### config.mk
export PLATFORM = sky130hd
export DESIGN_NAME = sfx_sample_player
export DESIGN_NICKNAME = d
export VERILOG_FILES = /design/src/rtl/sfx_sample_player.sv
export SDC_FILE = /design/constraint.sdc
export NUM_CORES = 1
export LEC_CHECK = 0
export BUFFER_PORTS_ARGS = -buffer_cell sky130_fd_sc_hd__buf_2
export CAP_MARGIN = 5
export CORE_MARGIN = 5
export CORE_UTILIZATION = 45
export CTS_CLUSTER_SIZE = 25
export DETAILED_ROUTE_END_ITERATION = 10
export PLACE_DENSITY = 0.64
export SETUP_SLACK_MARGIN = 0.02
export SLEW_MARGIN = 10
export SYNTH_ARGS = -nofsm -noshare
export SYNTH_HDL_FRONTEND = slang
export SYNTH_SLANG_ARGS = --single-unit
export TNS_END_PERCENT = 20
### constraint.sdc
create_clock -name Clk -period 2.4 [get_ports Clk]
set_input_delay 0.48 -clock Clk [delete_from_list [all_inputs] [get_ports Clk]]
set_output_delay 0.48 -clock Clk [all_outputs]
set_load 0.01 [all_outputs]
### src/rtl/sfx_sample_player.sv
// Sound-effect clip player: steps through a clip in a synchronous sample ROM,
// one sample per sample_tick, and emits mid-scale silence when idle.
module sfx_sample_player #(
  parameter int                        ADDR_W    = 16,
  parameter int                        NUM_SFX   = 4,
  parameter logic [NUM_SFX*ADDR_W-1:0] CLIP_BASE = '0,
  parameter logic [NUM_SFX*ADDR_W-1:0] CLIP_LEN  = '0,
  parameter logic [7:0]                SILENCE   = 8'h80,
  localparam int                       ID_W      = (NUM_SFX > 1) ? $clog2(NUM_SFX) : 1
) (
  input  logic              Clk,
  input  logic              reset,
  input  logic              sample_tick,
  input  logic              play_req,
  input  logic [ID_W-1:0]   play_id,
  input  logic              loop,
  input  logic              stop,
  output logic [ADDR_W-1:0] rom_addr,
  input  logic [7:0]        rom_data,
  output logic [7:0]        sample_out,
  output logic              sample_valid,
  output logic              busy,
  output logic              done,
  output logic              overrun
);

  // state | meaning
  // IDLE  | no clip; each tick emits SILENCE
  // ARMED | clip active, waiting for the next tick
  // FETCH | rom_addr issued, ROM data arrives next cycle
  // LATCH | rom_data valid, capture sample and advance
  localparam logic [1:0] IDLE  = 2'd0;
  localparam logic [1:0] ARMED = 2'd1;
  localparam logic [1:0] FETCH = 2'd2;
  localparam logic [1:0] LATCH = 2'd3;

  logic [1:0]        state;
  logic [ADDR_W-1:0] cur_addr;
  logic [ADDR_W-1:0] remaining;
  logic              loop_r;
  logic [ID_W-1:0]   id_r;
  logic              in_flight;
  logic [ADDR_W-1:0] req_base;
  logic [ADDR_W-1:0] req_len;

  // Ids with no table entry fall through to length 0 and behave as empty clips.
  function automatic logic [ADDR_W-1:0] base_of(input logic [ID_W-1:0] id);
    base_of = '0;
    for (int i = 0; i < NUM_SFX; i++)
      if (id == i[ID_W-1:0]) base_of = CLIP_BASE[i*ADDR_W +: ADDR_W];
  endfunction

  function automatic logic [ADDR_W-1:0] len_of(input logic [ID_W-1:0] id);
    len_of = '0;
    for (int i = 0; i < NUM_SFX; i++)
      if (id == i[ID_W-1:0]) len_of = CLIP_LEN[i*ADDR_W +: ADDR_W];
  endfunction

  assign in_flight = (state == FETCH) || (state == LATCH);
  assign req_base  = base_of(play_id);
  assign req_len   = len_of(play_id);

  always_ff @(posedge Clk or negedge reset) begin
    if (!reset) begin
      state        <= IDLE;
      sample_out   <= SILENCE;
      rom_addr     <= '0;
      sample_valid <= 1'b0;
      busy         <= 1'b0;
      done         <= 1'b0;
      overrun      <= 1'b0;
      cur_addr     <= '0;
      remaining    <= '0;
      loop_r       <= 1'b0;
      id_r         <= '0;
    end else begin
      sample_valid <= 1'b0;
      done         <= 1'b0;

      if ((state == IDLE) && sample_tick) begin
        sample_out   <= SILENCE;
        sample_valid <= 1'b1;
      end

      if (sample_tick && in_flight) overrun <= 1'b1;

      // Requests take priority over the sequencer; stop beats play.
      if (stop) begin
        state <= IDLE;
        busy  <= 1'b0;
      end else if (play_req) begin
        id_r      <= play_id;
        loop_r    <= loop;
        cur_addr  <= req_base;
        remaining <= req_len;
        overrun   <= 1'b0;
        if (req_len == '0) begin
          state <= IDLE;
          busy  <= 1'b0;
          done  <= 1'b1;
        end else begin
          state <= ARMED;
          busy  <= 1'b1;
        end
      end else begin
        case (state)
          ARMED: begin
            if (sample_tick) begin
              rom_addr <= cur_addr;
              state    <= FETCH;
            end
          end
          FETCH: state <= LATCH;
          LATCH: begin
            sample_out   <= rom_data;
            sample_valid <= 1'b1;
            cur_addr     <= cur_addr + 1'b1;
            remaining    <= remaining - 1'b1;
            if (remaining == ADDR_W'(1)) begin
              if (loop_r) begin
                cur_addr  <= base_of(id_r);
                remaining <= len_of(id_r);
                state     <= ARMED;
              end else begin
                state <= IDLE;
                busy  <= 1'b0;
                done  <= 1'b1;
              end
            end else begin
              state <= ARMED;
            end
          end
          default: state <= IDLE;
        endcase
      end
    end
  end

endmodule

==> impl_metrics.toml <==
[clocking]
numCtsBuffers = 9
clk_pin_slew_ns = 0.07
cts_hold_buf = 0
htree_levels = 3
clock_latency_ns = 0.33
cts_buffer_depth = 2
cts_tree = "yes"
cts_root_buffer = "clkbuf_8"
cts_sinks = 62

[floorplan]
ioPinCount = 44
initial_core_util_pct = 46.2
rows = 29
dieWidth_um = 90.8
die_area_um2 = 8240
core_um2 = 6350
die_h_um = 90.8

[yosys]
synth.most_common_cell = "dfrtp_1"
synth.avg_cell_area_um2 = 10.5
synth.distinct_cells = 46
synth_largest_area_cell = "dfrtp_1"
seq_area_frac_synth_pct = 52.9
syn-instance-count = 279
synth_top_area_share_pct = 52.0
synth_edf_count = 0
yosysWarningCount = 0
syn_nets = 302
synth_seq_cells = 62
ys.flop_type = "dfrtp_1"
synth.area.top_cells = "dfrtp_1, mux2_2, a21oi_1, o21ai_0, a22o_1"
synth_commonest_cells = "dfrtp_1, nand2_1, a21oi_1"
synth-async-reset-ratio_pct = 100
netlist_area_um2 = 2940

[detailed_routing]
via_count = 2305
drt_iter0_drc = 100
dr.pass1.iters = 4
wl_per_cell_um = 15.0
ant_nets = 0
drc_errors = 0
drt_wl_total_um = 6150
vias_per_cell = 5.61

[timing]
hold_viol = 0
finalClockSkew_ns = 0.00997
setup_tns_ns = 0
worstMarginPinSlew_ns = 0.626
setup_violations = 0
grt_setup_unrepaired = "false"
final.min_clock_period_ns = 2.17
fmax_mhz = 460
report.final.slew_viol_count = 0
fin_crit_sh_pct = 90.6
maxSlewHeadroom_pct = 58.1
whs_ns = 0.0737

[layout]
fin_nets = 352
fill_cells = 554
drive_gt1_share_pct = 27.8
diodes = 0
fin_cells = 411
syn_to_final_growth_pct = 19.3

[setup_path]
crit_buf_inv = 2
crit_family = "simple AND/OR/NAND/NOR gates"
slowest_stage = "or4_1"
r2r_cells = 7
worstPathRequired_ns = 2.62
crit_start = "remaining[12]"
r2r_slack_ns = 0.23
r2r_end = "remaining[14]"
rr_startpoint = "remaining[12]"
crit_path_max_fanout = 15
arrival_ns = 2.40
worstPathCellList = "or4_1, nor4_4, a21o_1, buf_4, clkbuf_16, a21oi_1, a21o_1"
path_class = "reg2reg"
path_common_cell = "a21o_1"
startpoint_type = "flop"
critPathMaxStageDelay_ns = 0.62
end_kind = "flop"

[placement]
gp_congestion = 0.777
io_buffers = 40
place_inst = 392
place.detailed.hpwl_um = 4040

[global_routing]
overflow = 0
grt_pass1_wl_um = 10700
grt_start_max_net_pins = 31
antenna_found_initial = 0
grt_usage_pct = 15.7
grt_pass1_vias = 2304

[job]
drv_cap = 0

[power]
irDropWorstVdd_mv = 0.386
p_leak_nw = 1.80
power.density_nw_per_um2 = 580

[outcome]
status = "completed"

[hold_path]
hp-class = "in2async"
sequential cells by signal, indices dropped and copies added (netlist names):
| signal | flops |
|---|---|
| state | 2 |
| sample_out | 8 |
| rom_addr | 16 |
| remaining | 16 |
| overrun | 1 |
| loop_r | 1 |
| cur_addr | 16 |
| done | 1 |
| sample_valid | 1 |
routing by layer:
| layer | up-vias | routed length, um | global-route usage [%] |
|---|---|---|---|
| li1 | 1128 | - | - |
| met1 | 1136 | 3020 | 21.0 |
| met2 | 33 | 2840 | 24.1 |
| met3 | 8 | 220 | 3.67 |
| met4 | 0 | 70 | 6.82 |
| met5 | - | 0 | 0 |
what timing repair did:
action	4_1_cts	5_1_grt
endpoints found under the setup margin	0	4
setup buffers	0	2
gates resized for setup	0	2
report_power, final:
group	internal (W)	switching (W)
clock	0.000504	0.000412
combinational	0.0000180	0.0000463
sequential	0.00105	0.00000215
through the flow:
step | worst slack, ns | power (W) | utilization, % | area, um^2
5_1_grt | 0.147 | 0.00210 | 55.2 | 3500
6_report | 0.226 | 0.00203 | 55.2 | 3500
3_5_place_dp | 0.107 | 0.00114 | 51.3 | 3260
3_3_place_gp | 0.143 | 0.00114 | 51.3 | 3260
2_1_floorplan | 0.254 | 0.00109 | - | 2940
4_1_cts | 0.0721 | 0.00205 | 54.5 | 3460
final cells by class:
| cell class | count | area [um^2] | share of cell area, % |
|---|---|---|---|
| clock buffers | 10 | 138 | 3.93 |
| clock inverters | 6 | 61.3 | 1.75 |
| inverters | 13 | 48.8 | 1.39 |
| multi-input cells | 191 | 1270 | 36.3 |
| flip-flops and latches | 62 | 1550 | 44.3 |
| well taps | 77 | 96.3 | 2.75 |
| repair buffers | 52 | 333 | 9.50 |
how the worst max path moves through the flow:
| stage | endpoint | cells after the start |
|---|---|---|
| floorplan | remaining[15] | 6 |
| global placement | remaining[2] | 8 |
| detailed placement | remaining[2] | 8 |
| CTS | remaining[2] | 8 |
| global route | remaining[2] | 8 |
| finish | remaining[14] | 7 |
kinds of logic (layout without fill, tap and decap cells):
group	count (synthesis)	in the layout	share of synthesized area, %
compound gates	75	75	16.8
fa+ha+maj	7	7	2.98
buf+inv	26	81	3.88
flops	62	62	52.9
mux	17	17	6.48
other cells	1	1	0.128
simple gates	91	91	16.8
layout by cell type (no fill, tap or decap), types with 2 or more instances in the layout:
master	count
mux2_2	16
inv_1	12
a22o_1	10
or4_1	4
buf_4	9
or3_1	7
buf_2	40
nor3_1	11
clkbuf_8	10
nand3_1	16
dfrtp_1	61
o311ai_0	7
nor2_1	9
and3_1	3
nor3b_1	3
ha_1	7
a31oi_1	3
buf_12	2
nand2b_1	2
nand2_1	22
clkinv_2	3
a21o_1	8
a21oi_1	20
nand4_1	4
o21ai_0	18
worst reg2reg max path, stage by stage, from the launching register on:
cell and delay, ns:
dfrtp_1 0.40, or4_1 0.62, nor4_4 0.34, a21o_1 0.22
buf_4 0.14, clkbuf_16 0.16, a21oi_1 0.04, a21o_1 0.15
(Power assumes the default switching activity.)
